==> config.mk <==
export PLATFORM = sky130hd
export DESIGN_NAME = branch_trace_driver
export DESIGN_NICKNAME = d
export VERILOG_FILES = /design/src/rtl/branch_trace_driver.sv
export SDC_FILE = /design/constraint.sdc
export NUM_CORES = 1
export LEC_CHECK = 0
export CORE_MARGIN = 2
export CORE_UTILIZATION = 31
export CTS_BUF_LIST = sky130_fd_sc_hd__clkbuf_16
export DETAILED_ROUTE_END_ITERATION = 10
export PLACE_DENSITY_LB_ADDON = 0.12
export SYNTH_ARGS = -nofsm -noshare
export SYNTH_HDL_FRONTEND = slang
export SYNTH_SLANG_ARGS = --single-unit
==> constraint.sdc <==
create_clock -name clk -period 7.5 [get_ports clk]
set_input_delay 1.125 -clock clk [delete_from_list [all_inputs] [get_ports clk]]
set_output_delay 1.125 -clock clk [all_outputs]
set_load 0.02 [all_outputs]
==> src/rtl/branch_trace_driver.sv <==
// rtl/branch_trace_driver.sv - branch record FIFO, predictor stepper and mispredict scorer; optional BRDRV_WINDOW_STATS_EN windowed miss stats
module branch_trace_driver #(
    parameter int ADDR_W    = 64,
    parameter int DEPTH     = 16,
    parameter int PTR_W     = 4,
    parameter int CAP_DELAY = 2,
    parameter int CNT_W     = 32
`ifdef BRDRV_WINDOW_STATS_EN
    ,
    parameter int WINDOW    = 64
`endif
) (
    input  logic              clk,
    input  logic              rst_n,
    input  logic              rec_valid,
    output logic              rec_ready,
    input  logic [ADDR_W-1:0] rec_addr,
    input  logic              rec_taken,
    input  logic              rec_last,
    output logic [ADDR_W-1:0] b_addr,
    output logic              b_taken,
    output logic              b_step,
    input  logic              prediction,
    output logic [CNT_W-1:0]  total_cnt,
    output logic [CNT_W-1:0]  miss_cnt,
    output logic              miss_pulse,
    output logic              done
`ifdef BRDRV_WINDOW_STATS_EN
    ,
    output logic [CNT_W-1:0]  win_miss,
    output logic              win_valid
`endif
);

    localparam int REC_W  = ADDR_W + 2;
    localparam int WAIT_W = (CAP_DELAY > 1) ? $clog2(CAP_DELAY) : 1;

    localparam logic [WAIT_W-1:0] WAIT_LOAD = WAIT_W'(CAP_DELAY - 1);
    localparam logic [WAIT_W-1:0] WAIT_ONE  = WAIT_W'(1);
    localparam logic [PTR_W-1:0]  PTR_ONE   = PTR_W'(1);
    localparam logic [PTR_W:0]    CNT1_ONE  = (PTR_W + 1)'(1);
    localparam logic [PTR_W:0]    FULL_CNT  = (PTR_W + 1)'(DEPTH);
    localparam logic [CNT_W-1:0]  CNT_ONE   = CNT_W'(1);

    typedef enum logic [1:0] {
        S_IDLE,
        S_ISSUE,
        S_WAIT,
        S_SCORE
    } state_t;

    // record storage and pointers
    logic [REC_W-1:0]  mem_q [DEPTH];
    logic [PTR_W-1:0]  wr_ptr_q, wr_ptr_d;
    logic [PTR_W-1:0]  rd_ptr_q, rd_ptr_d;
    logic [PTR_W:0]    count_q, count_d;
    logic              full, empty, push, pop;

    // issue/score state
    state_t            state_q, state_d;
    logic [WAIT_W-1:0] wait_q, wait_d;
    logic [ADDR_W-1:0] b_addr_q, b_addr_d;
    logic              b_taken_q, b_taken_d;
    logic              cur_last_q, cur_last_d;
    logic              b_step_q, b_step_d;
    logic [CNT_W-1:0]  total_q, total_d;
    logic [CNT_W-1:0]  miss_q, miss_d;
    logic              miss_pulse_q, miss_pulse_d;
    logic              done_q, done_d;
    logic              score_fire, is_miss;

    assign full       = (count_q == FULL_CNT);
    assign empty      = (count_q == '0);
    assign rec_ready  = !full;
    assign push       = rec_valid && !full;
    // the pop is the IDLE->ISSUE transition; nothing is issued once done is set
    assign pop        = (state_q == S_IDLE) && !empty && !done_q;
    assign score_fire = (state_q == S_SCORE);
    assign is_miss    = (prediction != b_taken_q);

    assign b_addr     = b_addr_q;
    assign b_taken    = b_taken_q;
    assign b_step     = b_step_q;
    assign total_cnt  = total_q;
    assign miss_cnt   = miss_q;
    assign miss_pulse = miss_pulse_q;
    assign done       = done_q;

    // record payload write; storage needs no reset because occupancy gates every read
    always_ff @(posedge clk) begin
        if (push) begin
            mem_q[wr_ptr_q] <= {rec_addr, rec_taken, rec_last};
        end
    end

    // pointer and occupancy update; a push while full never happens since ready is low
    always_comb begin
        wr_ptr_d = wr_ptr_q;
        rd_ptr_d = rd_ptr_q;
        count_d  = count_q;
        if (push) begin
            wr_ptr_d = wr_ptr_q + PTR_ONE;
        end
        if (pop) begin
            rd_ptr_d = rd_ptr_q + PTR_ONE;
        end
        case ({push, pop})
            2'b10:   count_d = count_q + CNT1_ONE;
            2'b01:   count_d = count_q - CNT1_ONE;
            default: count_d = count_q;
        endcase
    end

    // pointer registers
    always_ff @(posedge clk or negedge rst_n) begin
        if (!rst_n) begin
            wr_ptr_q <= '0;
            rd_ptr_q <= '0;
            count_q  <= '0;
        end else begin
            wr_ptr_q <= wr_ptr_d;
            rd_ptr_q <= rd_ptr_d;
            count_q  <= count_d;
        end
    end

    // issue/wait/score sequencing with saturating statistics
    always_comb begin
        state_d      = state_q;
        wait_d       = wait_q;
        b_addr_d     = b_addr_q;
        b_taken_d    = b_taken_q;
        cur_last_d   = cur_last_q;
        b_step_d     = 1'b0;
        total_d      = total_q;
        miss_d       = miss_q;
        miss_pulse_d = 1'b0;
        done_d       = done_q;
        case (state_q)
            S_IDLE: begin
                if (pop) begin
                    {b_addr_d, b_taken_d, cur_last_d} = mem_q[rd_ptr_q];
                    b_step_d = 1'b1;
                    state_d  = S_ISSUE;
                end
            end
            S_ISSUE: begin
                if (CAP_DELAY == 1) begin
                    state_d = S_SCORE;
                end else begin
                    wait_d  = WAIT_LOAD;
                    state_d = S_WAIT;
                end
            end
            S_WAIT: begin
                wait_d = wait_q - WAIT_ONE;
                if (wait_q == WAIT_ONE) begin
                    state_d = S_SCORE;
                end
            end
            S_SCORE: begin
                if (total_q != '1) begin
                    total_d = total_q + CNT_ONE;
                end
                if (is_miss) begin
                    miss_pulse_d = 1'b1;
                    if (miss_q != '1) begin
                        miss_d = miss_q + CNT_ONE;
                    end
                end
                if (cur_last_q) begin
                    done_d = 1'b1;
                end
                state_d = S_IDLE;
            end
            default: state_d = S_IDLE;
        endcase
    end

    // FSM and registered outputs
    always_ff @(posedge clk or negedge rst_n) begin
        if (!rst_n) begin
            state_q      <= S_IDLE;
            wait_q       <= '0;
            b_addr_q     <= '0;
            b_taken_q    <= 1'b0;
            cur_last_q   <= 1'b0;
            b_step_q     <= 1'b0;
            total_q      <= '0;
            miss_q       <= '0;
            miss_pulse_q <= 1'b0;
            done_q       <= 1'b0;
        end else begin
            state_q      <= state_d;
            wait_q       <= wait_d;
            b_addr_q     <= b_addr_d;
            b_taken_q    <= b_taken_d;
            cur_last_q   <= cur_last_d;
            b_step_q     <= b_step_d;
            total_q      <= total_d;
            miss_q       <= miss_d;
            miss_pulse_q <= miss_pulse_d;
            done_q       <= done_d;
        end
    end

`ifdef BRDRV_WINDOW_STATS_EN
    localparam int WCNT_W = $clog2(WINDOW + 1);
    localparam logic [WCNT_W-1:0] WIN_LAST = WCNT_W'(WINDOW - 1);
    localparam logic [WCNT_W-1:0] WIN_ONE  = WCNT_W'(1);

    logic [WCNT_W-1:0] win_cnt_q, win_cnt_d;
    logic [CNT_W-1:0]  win_acc_q, win_acc_d;
    logic [CNT_W-1:0]  win_miss_q, win_miss_d;
    logic              win_valid_q, win_valid_d;
    logic [CNT_W-1:0]  miss_inc;

    assign miss_inc  = is_miss ? CNT_ONE : '0;
    assign win_miss  = win_miss_q;
    assign win_valid = win_valid_q;

    // per-window miss tally; a full window publishes its count and restarts from zero
    always_comb begin
        win_cnt_d   = win_cnt_q;
        win_acc_d   = win_acc_q;
        win_miss_d  = win_miss_q;
        win_valid_d = 1'b0;
        if (score_fire) begin
            if (win_cnt_q == WIN_LAST) begin
                win_miss_d  = win_acc_q + miss_inc;
                win_valid_d = 1'b1;
                win_cnt_d   = '0;
                win_acc_d   = '0;
            end else begin
                win_cnt_d = win_cnt_q + WIN_ONE;
                win_acc_d = win_acc_q + miss_inc;
            end
        end
    end

    // window statistics registers
    always_ff @(posedge clk or negedge rst_n) begin
        if (!rst_n) begin
            win_cnt_q   <= '0;
            win_acc_q   <= '0;
            win_miss_q  <= '0;
            win_valid_q <= 1'b0;
        end else begin
            win_cnt_q   <= win_cnt_d;
            win_acc_q   <= win_acc_d;
            win_miss_q  <= win_miss_d;
            win_valid_q <= win_valid_d;
        end
    end
`endif

endmodule

---- Word level (Yosys, flattened, before mapping) ----
Memory sizes are Yosys's and may differ from the RTL's. A register that Yosys moved wholly into a read port is not among the register bits.
Index checks and enable logic that the tools add are counted.
cells by class
  reduce and logical (&&, ||, !) cells .... 16
  eq/ne operators ......................... 11
  bitwise logic cells ..................... 0
  shift operators ......................... 0
  $mul .................................... 0
  $add $sub $neg .......................... 7
  divide/modulo/power cells ............... 0
  magnitude comparators ................... 0
  multiplexer cells ....................... 11
operators with widths
  kind                                                 number
  adder 32 x 1 -> 32 bit, second input constant        2
  != test 32 bit, second input constant                2
  one-hot mux 5 bit (2 select lines)                   1
  adder 4 x 1 -> 4 bit, second input constant          2
  one-hot mux 2 bit (4 select lines)                   1
  AND reduction 2 bit                                  4
  equality test 2 bit, second input constant           3
  2-to-1 mux 1 bit                                     6
  adder 5 x 1 -> 5 bit, second input constant          1
  equality test 5 bit, second input constant           1
  zero test 5 bit                                      1
  subtractor 5 x 1 -> 5 bit, second input constant     1
  equality test 2 x 1 -> 1 bit, second input constant  2
  zero test 1 bit                                      4
  2-to-1 mux 2 bit                                     2
  != test 2 bit, second input constant                 2
  nonzero test 2 bit                                   2
  logical AND 1 bit                                    3
  AND reduction 3 bit                                  1
  zero test 2 bit                                      1
  one-hot mux 1 bit (2 select lines)                   1
  != test 1 bit                                        1
  subtractor 1 bit, second input constant              1
storage, ports and cells
  latch bits .............................. 0
  memory bits (read-only) ................. 0
  register bits after elaboration ......... 83
  memories kept ........................... 1
  bits in writable memories ............... 1056
memory list
  name   depth  width  rd ports  clocked after Yosys merged registers in  write ports  line  text
  mem_q  16     66     1         1                                        1            53    logic [REC_W-1:0] mem_q [DEPTH];

---- Longest topological paths before layout ----
Gate-level depths: netlist (run 1).
  depth in word-level cells ............... 6
  depth in mapped cells ................... 15

---- Least setup slack after synthesis (run 1) ----
Ideal clock, no wire load.
  path type ............................... input to register
  from .................................... in rec_valid
  to ...................................... mem mem_q[3][0] in the netlist's numbering, enable pin
  path slack .............................. 776 ps
  cell stages on the path ................. 4
  library setup time ...................... 571 ps
  data required time ...................... 6929 ps
  data arrival time ....................... 6153 ps
  cells stage by stage .................... and2_1 -> clkbuf_1 -> nand2_1 -> nor3_1
between the ends
  longest elaborated chain between the ends .. 3
ends and longest elaborated chain
  item                                    line  text
  start, declared                         15    input logic rec_valid,
  logical AND 1 bit                       75    assign push = rec_valid && !full;
  2-to-1 mux 1 bit                        91    if (push) begin
  2-to-1 mux 1 bit (not written as such)  92    mem_q[wr_ptr_q] <= {rec_addr, rec_taken, rec_last};
  end, declared                           53
Every way passes these cells.

---- Worst setup path after layout (run 1) ----
  from .................................... in rec_valid
  to ...................................... mem mem_q[11][63] in the netlist's numbering, enable pin
The elaborated chain is that of the path after synthesis.

==> results of run 1 <==
## per-layer routing
layer  routed length (um)  global-route usage, %  vias up
li1                     -                      -     9559
met1                48890                  19.52    11850
met2                55230                  24.97      494
met3                 5160                  3.243      190
met4                 3095                  4.647       16
met5                  102                      0        -
## registers in the layout, indices dropped and copies added, names as in the netlist
signal,cells
b_taken,1
rd_ptr_q,4
cur_last_q,1
count_q,5
miss_pulse,1
miss_cnt,32
state_q,2
b_addr,64
b_step,1
wait_q,1
wr_ptr_q,4
done,1
mem_q,1056
total_cnt,32
## worst max path at each step
| stage | start | end | slack [ps] | cells after the start |
|---|---|---|---|---|
| 3_3_place_gp | rec_valid | mem_q[11][47] | 2820 | 5 |
| 3_5_place_dp | rec_valid | mem_q[11][47] | 2780 | 5 |
| 5_1_grt | rec_valid | mem_q[11][7] | 3460 | 5 |
| 4_1_cts | rec_valid | mem_q[11][50] | 3580 | 5 |
| 2_1_floorplan | rec_valid | mem_q[3][0] | 780 | 4 |
| 6_report | rec_valid | mem_q[11][63] | 3600 | 5 |
## cell usage in the layout (no fill, tap or decap), types with 11 or more instances in the layout
master,synthesis,final
edfxtp_1,1056,1056
mux4_2,264,264
clkdlybuf4s50_1,0,201
dfrtp_1,149,146
clkbuf_16,0,140
mux2i_1,132,132
nand2_1,98,97
o221ai_1,66,66
inv_1,13,51
xnor2_1,49,49
nand3_1,35,35
buf_4,3,35
clkinv_1,0,32
nand4_1,29,29
xor2_1,19,19
nor2_1,30,18
and3_1,17,17
and4_1,14,14
ha_1,14,14
clkinv_2,0,14
nor2_4,0,12
a21oi_1,11,11
## kinds of logic (layout without fill, tap and decap cells)
group	count (synthesis)	count (layout)
mux	402	402
xor+xnor	68	68
other cells	0	1
compound gates	97	97
fa+ha+maj	14	14
simple gates	264	264
flops	1205	1205
buf+inv	123	501
## stage by stage
stage / cells / power [uW] / instance area, um^2 / hold WS (ps)
3_5_place_dp: 4235 / 13720 / 50700 / 483.2
4_1_cts: 4481 / 20120 / 54930 / 404.0
5_1_grt: 4482 / 20690 / 54930 / 427.8
6_report: 4482 / 19710 / 54930 / 392.6
3_3_place_gp: 4235 / 13660 / 50700 / 481.4
2_1_floorplan: 2173 / 11850 / 46260 / 453.6
## report_power, final
group	internal (uW)	total (uW)	switching (uW)
sequential	8150	8650	507
combinational	2210	4750	2540
clock	3680	6310	2630
total	14000	19700	5670
## final cells by class
type	instances	area, um^2	share of cell area [%]
Clock inverter	106	730.7	1.330
Multi-Input combinational cell	845	10410	18.95
Antenna cell	1	2.502	0.004555
Timing Repair Buffer	241	2369	4.312
Sequential cell	1205	35450	64.53
Inverter	14	52.55	0.09566
Clock buffer	140	3503	6.378
Tap cell	1930	2415	4.396
## critical path: stages
cell and delay [ps]:
clkdlybuf4s50_1 440, and2_1 470, nand2_1 390, nor2_4 1000, buf_4 770
==> impl_metrics.env, run 1 <==
export IMPL_hold_class="in2async"
export IMPL_cts_hold_repair_buffers=0
export IMPL_outcome="completed"
export IMPL_drv_cap=0
export IMPL_placementRows=141
export IMPL_synth_xor_area_share_pct=1.288
export IMPL_synth_avg_cell_area_um2=21.29
export IMPL_drt_wl_total_um=112500
export IMPL_synth_compound_area_share_pct=1.666
export IMPL_post_route_util_pct=37.11
export IMPL_grt_ovfl_total=0
export IMPL_synth_area_leaders="edfxtp_1 (69%), mux4_2 (13%), dfrtp_1 (8.1%), mux2i_1 (2.9%), o221ai_1 (1.2%)"
export IMPL_ys_seq_elements=1205
export IMPL_crit_fanout=37
export IMPL_viasPerCell=4.933
export IMPL_area_growth_pct=18.76
export IMPL_drt_iter0_markers=1464
export IMPL_n_fill_cell=13430
export IMPL_place_congestion=0.7527
export IMPL_yosysMostFrequentCell="edfxtp_1"
export IMPL_worst_pin_slew_ps=1232
export IMPL_ant_nets=0
export IMPL_grt_max_degree=123
export IMPL_max_freq_ghz=0.2567
export IMPL_yosys_area_share_simple_pct=3.027
export IMPL_placement_io_buffers=202
export IMPL_final_layout_size_suffix_gt1_share_pct=20.62
export IMPL_drv_slew=0
export IMPL_clockBufferDepth=3
export IMPL_max_slew_margin_pct=17.65
export IMPL_finalHoldViolations=0
export IMPL_cts_root_buf="clkbuf_16"
export IMPL_clk_latency_ps=740
export IMPL_synth_nets=2257
export IMPL_grt_pass1_vias=24280
export IMPL_r2r_slack_ps=3750
export IMPL_ir_drop_v=0.0003197
export IMPL_synth_warnings=0
export IMPL_layout_min_cycle_time_ps=3896
export IMPL_critPathArrivalTime_ps=4250
export IMPL_cp_start_kind="input port"
export IMPL_die_h_um=390.3
export IMPL_cts_made_buffers=137
export IMPL_gr_usage_all_layers_pct=14.97
export IMPL_vias=22110
export IMPL_rr_worst_depth=6
export IMPL_synthCells=2173
export IMPL_synth_area_um2=46260
export IMPL_p_leak_uw=0.01778
export IMPL_antenna_found_initial=13
export IMPL_yosysTopAreaCell="edfxtp_1"
export IMPL_core_area_um2=148000
export IMPL_tritoncts="built"
export IMPL_post_cts_resized=0
export IMPL_grt_pass1_wl_um=166600
export IMPL_power_density_nw_per_um2=358.8
export IMPL_r2r_start="count_q[2]"
export IMPL_nNetsFinal=2528
export IMPL_reg2reg_to="mem_q[11][63]"
export IMPL_clock_sink_count=1205
export IMPL_synth_edff_count=1056
export IMPL_path_clk_slew_ps=60
export IMPL_rsz0062_at_grt="no"
export IMPL_yosysSeqAreaShare_pct=76.61
export IMPL_synthArstFlopShare_pct=12.37
export IMPL_period_share_pct=51.95
export IMPL_htreeDepth=4
export IMPL_synth_top_family_by_area="multiplexers"
export IMPL_setup_ws_ps=3604
export IMPL_synthMuxAreaShare_pct=15.86
export IMPL_place_ws_ps=2781
export IMPL_fin_setup_tns_ps=0
export IMPL_end_kind="flop"
export IMPL_synth_top_cells_by_count="edfxtp_1 (1,056), mux4_2 (264), dfrtp_1 (149), mux2i_1 (132), nand2_1 (98)"
export IMPL_yosys_area_top_type_share_pct=68.55
export IMPL_dieWidth_um=390.3
export IMPL_fin_skew_ps=25.22
export IMPL_drc=0
export IMPL_setup_viol=0
export IMPL_die_area_um2=152300
export IMPL_ys_types=49
export IMPL_critical_path_class="in2reg"
export IMPL_ys_flop_type="edfxtp_1"
export IMPL_cts_setup_buffers=0
export IMPL_pin_count=203
export IMPL_hpwlAfterDp_um=61520
export IMPL_start_util_pct=31.25
export IMPL_synth_adder_area_share_pct=0.3787
export IMPL_first_pass_iters=5
export IMPL_required_ps=7860
export IMPL_wl_per_cell_um=25.09
No activity file was read; power rests on OpenSTA's default activity.
==> inputs of run 2 (changes only) <==
==> constraint.sdc (replaced) <==
create_clock -name clk -period 3.75 [get_ports clk]
set_input_delay 0.5625 -clock clk [delete_from_list [all_inputs] [get_ports clk]]
set_output_delay 0.5625 -clock clk [all_outputs]
set_load 0.02 [all_outputs]
==> impl_metrics.env, run 2 (same netlist as run 1, synthesis figures left out) <==
export IMPL_largest_reg_flops=1056
export IMPL_cts_made_buffers=138
export IMPL_crit_cells=7
export IMPL_placement_io_buffers=202
export IMPL_die_h_um=390.3
export IMPL_max_slew_margin_pct=43.92
export IMPL_area_growth_pct=20.19
export IMPL_wl_per_cell_um=25.41
export IMPL_critPathArrivalTime_ps=3550
export IMPL_clock_sink_count=1205
export IMPL_tritoncts="built"
export IMPL_drt_wl_total_um=114700
export IMPL_first_pass_iters=4
export IMPL_drv_slew=0
export IMPL_post_cts_resized=0
export IMPL_rr_worst_depth=7
export IMPL_final_instance_count_excl_fill=4514
export IMPL_dieWidth_um=390.3
export IMPL_drc=0
export IMPL_max_freq_ghz=0.3413
export IMPL_layout_min_cycle_time_ps=2930
export IMPL_viasPerCell=4.987
export IMPL_critPathBufInv=2
export IMPL_setup_viol=0
export IMPL_fin_skew_ps=36.86
export IMPL_crit_path_top_delay_cell="buf_4"
export IMPL_start_util_pct=31.25
export IMPL_grt_ovfl_total=0
export IMPL_crit_fanout=43
export IMPL_vias=22510
export IMPL_power_density_nw_per_um2=719.0
export IMPL_required_ps=4370
export IMPL_cts_setup_buffers=0
export IMPL_cp_common_cell="buf_4"
export IMPL_nNetsFinal=2551
export IMPL_htreeDepth=4
export IMPL_grt_max_degree=71
export IMPL_mostFrequentLayoutCells="edfxtp_1 (1,056), mux4_2 (264), clkdlybuf4s50_1 (201), dfrtp_1 (146), clkbuf_16 (141)"
export IMPL_cp_start_kind="flop"
export IMPL_cts_hold_repair_buffers=1
export IMPL_critical_path_class="reg2reg"
export IMPL_period_share_pct=78.14
export IMPL_p_leak_uw=0.01806
export IMPL_placementRows=141
export IMPL_drv_cap=0
export IMPL_die_area_um2=152300
export IMPL_top_register="mem_q"
export IMPL_pin_count=203
export IMPL_clockBufferDepth=3
export IMPL_crit_family="buffers and inverters"
export IMPL_hold_class="reg2reg"
export IMPL_placed_cells=4256
export IMPL_cts_root_buf="clkbuf_16"
export IMPL_final_common_cell="edfxtp_1"
export IMPL_rsz0062_at_grt="no"
export IMPL_finalHoldViolations=0
export IMPL_end_kind="flop"
export IMPL_antenna_found_initial=12
export IMPL_path_clk_slew_ps=60
export IMPL_worst_pin_slew_ps=841.2
export IMPL_outcome="completed"
export IMPL_clk_latency_ps=760
export IMPL_hpwlAfterDp_um=63660
export IMPL_max_stage_delay_ps=740
export IMPL_final_layout_size_suffix_gt1_share_pct=22.02
export IMPL_place_congestion=0.7667
export IMPL_n_antenna_cell=0
export IMPL_gr_usage_all_layers_pct=15.16
export IMPL_ant_nets=0
export IMPL_ir_drop_v=0.0004901
export IMPL_drt_iter0_markers=1619
export IMPL_holdPathStages=2
export IMPL_finalPower_uw=39970
export IMPL_grt_pass1_vias=24350
export IMPL_core_area_um2=148000
export IMPL_path_cells="nor4_2 > nand2_1 > nand3b_4 > buf_4 > buf_4 > a21oi_1 > mux2_2"
export IMPL_grt_pass1_wl_um=168300
## run 2: cell types whose count changed in the layout (fill, tap and decap cells not counted), moves of 5 or more
cell	change
buf_12	+28
buf_4	-7
clkinv_1	-5
clkinv_2	+18
inv_1	-6
## run 2: area by class of cell
cell class              count  area, um^2
clock buffers             141        3528
clock inverters           116       829.5
fillers                 13480       92420
inverters                  14       52.55
multi-input cells         845       10440
flip-flops and latches   1205       35450
well taps                1930        2415
repair buffers            263        2887
## run 2: worst min-delay path, stage by stage, from the launching register on
cell,delay [ps]
dfrtp_1,350
nand2_1,50
o221ai_1,60
## run 2: routing by layer
metal	routed length, um	vias up	global-route usage (%)
met5	76	-	0
met4	2568	12	4.402
met3	5676	186	3.357
met2	56430	501	25.37
met1	49970	12200	19.79
li1	-	9612	-
## run 2: through the flow
stage | hold WS [ps] | instance area, um^2 | setup slack [ps] | setup TNS [ps] | util (%)
detailed placement | 483.0 | 51230 | 678.0 | 0 | 34.61
global placement | 475.5 | 51230 | 561.8 | 0 | 34.61
CTS | 462.1 | 55600 | 789.7 | 0 | 37.56
floorplan | 266.9 | 46280 | -824.6 | -621010 | -
global route | 517.7 | 55600 | 641.1 | 0 | 37.56
finish | 493.6 | 55600 | 819.9 | 0 | 37.56
## run 2: power breakdown
group	switching (uW)	leakage, uW	total (uW)	internal [uW]
combinational	5240	0.00433	9880	4640
sequential	1000	0.0115	17300	16300
clock	5450	0.00227	12800	7360
## run 2: worst paths after layout
check	start	end	slack [ps]
min in group asynchronous	rst_n	b_addr[56]	500
min	b_addr[56]	b_addr[56]	490
max reg2reg	count_q[1]	state_q[1]	820
max in group asynchronous	rst_n	miss_cnt[12]	2270
min reg2reg	b_addr[56]	b_addr[56]	490
max	count_q[1]	state_q[1]	820
==> inputs of run 3 (changes only) <==
==> constraint.sdc (replaced) <==
create_clock -name clk -period 2.55 [get_ports clk]
set_input_delay 0.3825 -clock clk [delete_from_list [all_inputs] [get_ports clk]]
set_output_delay 0.3825 -clock clk [all_outputs]
set_load 0.02 [all_outputs]
==> impl_metrics.env, run 3 (same netlist as run 1, synthesis figures left out) <==
export IMPL_r2r_slack_ps=60
export IMPL_worst_pin_slew_ps=692.8
export IMPL_end_kind="flop"
export IMPL_drt_iter0_markers=1385
export IMPL_hold_ws_ps=231.7
export IMPL_viasPerCell=4.992
export IMPL_ir_drop_v=0.0005305
export IMPL_final_layout_size_suffix_gt1_share_pct=23.30
export IMPL_pin_count=203
export IMPL_nNetsFinal=2597
export IMPL_place_congestion=0.7727
export IMPL_largest_reg_flops=1056
export IMPL_placement_io_buffers=202
export IMPL_gr_usage_all_layers_pct=15.72
export IMPL_fin_skew_ps=33.93
export IMPL_grt_pass1_wl_um=174400
export IMPL_path_clk_slew_ps=60
export IMPL_n_fill_cell=13320
export IMPL_top_register="mem_q"
export IMPL_setup_viol=0
export IMPL_drt_wl_total_um=118300
export IMPL_first_pass_iters=4
export IMPL_clockBufferDepth=3
export IMPL_grt_ovfl_total=0
export IMPL_placementRows=141
export IMPL_mostFrequentLayoutCells="edfxtp_1 (1,056), mux4_2 (264), clkdlybuf4s50_1 (200), dfrtp_1 (146), clkbuf_16 (138)"
export IMPL_p_leak_uw=0.01842
export IMPL_hpwlAfterDp_um=69350
export IMPL_max_freq_ghz=0.4021
export IMPL_area_growth_pct=22.15
export IMPL_die_area_um2=152300
export IMPL_finalHoldViolations=0
export IMPL_finalPower_uw=59120
export IMPL_period_share_pct=97.53
export IMPL_fin_setup_tns_ps=0
export IMPL_drv_cap=0
export IMPL_cts_made_buffers=136
export IMPL_grt_met1_usage_pct=20.51
export IMPL_ant_nets=0
export IMPL_dieWidth_um=390.3
export IMPL_grt_pass1_vias=24900
export IMPL_wl_per_cell_um=25.97
export IMPL_cts_root_buf="clkbuf_16"
export IMPL_crit_fanout=3
export IMPL_multi_input_area_um2=10550
export IMPL_htreeDepth=4
export IMPL_rr_worst_depth=12
export IMPL_gr_max_usage_layer="met2"
export IMPL_drc=0
export IMPL_max_slew_margin_pct=53.67
export IMPL_drv_slew=0
export IMPL_grt_max_degree=71
export IMPL_tritoncts="built"
export IMPL_clk_latency_ps=760
export IMPL_clock_sink_count=1205
export IMPL_reg2reg_to="count_q[4]"
export IMPL_antenna_found_initial=12
export IMPL_outcome="completed"
export IMPL_vias=22740
export IMPL_power_density_nw_per_um2=1046
export IMPL_final_common_cell="edfxtp_1"
export IMPL_use_met3_pct=3.361
export IMPL_die_h_um=390.3
export IMPL_hold_class="in2async"
export IMPL_post_route_util_pct=38.17
export IMPL_start_util_pct=31.25
export IMPL_seq_area_um2=35450
export IMPL_required_ps=3160
export IMPL_r2r_start="count_q[2]"
export IMPL_critPathArrivalTime_ps=3100
export IMPL_grtUsageMet2_pct=26.52
export IMPL_layout_min_cycle_time_ps=2487
export IMPL_critical_path_class="reg2reg"
export IMPL_core_area_um2=148000
export IMPL_cp_start_kind="flop"
## run 3: what timing repair did
item	in CTS	in global routing
setup endpoints to repair	2	1
gates cloned	0	0
hold buffers	1	0
endpoints found under the hold margin	39	0
pin swaps	0	10
gates resized for setup	2	10
buffers inserted	0	0
## run 3: worst max-delay path by stage
stage,start,to,slack (ps),cells after the start
floorplan,count_q[2],mem_q[3][0],-530,7
global placement,rec_valid,count_q[4],-10,11
detailed placement,rec_valid,count_q[4],-10,11
CTS,count_q[1],count_q[4],30,12
global route,count_q[2],count_q[4],-10,12
finish,count_q[2],count_q[4],60,12
## run 3: critical path, stage by stage (launching register included)
cell and delay, ps:
dfrtp_1 410, nor4_4 320, nand2_1 140, nand3b_4 120, inv_2 50, ha_2 180
xor2_1 170, ha_2 210, o211ai_1 260, a21oi_2 120, a31oi_2 180, nor2_1 80
xnor2_1 120
## run 3: report_power, final
group,internal (uW),total (uW),switching [uW]
combinational,7440,15500,8040
clock,10600,18400,7810
sequential,23900,25200,1270
## run 3: metal layers
layer,routed length [um],share of wire [%]
met5,103,0.087
met4,2449,2.1
met3,5620,4.8
met2,59090,50
met1,51040,43
## run 3: cell type report
type                       instances  area share, %
antenna                            4        0.01771
clock buffer                     138          6.112
clock inverter                   109          1.304
inverter                          14        0.09300
multi-input combinational        845          18.68
sequential                      1205          62.74
tap                             1930          4.274
timing repair buffer             311          6.785
## run 3: through the flow
| step | setup WS (ps) | cell area (um^2) | cells |
|---|---|---|---|
| after floorplan | -529.4 | 46500 | 2173 |
| after global placement | -9.786 | 52250 | 4304 |
| after detailed placement | -13.32 | 52250 | 4304 |
| after CTS | 33.96 | 56460 | 4552 |
| after global routing | -14.17 | 56500 | 4554 |
| final | 63.03 | 56500 | 4556 |
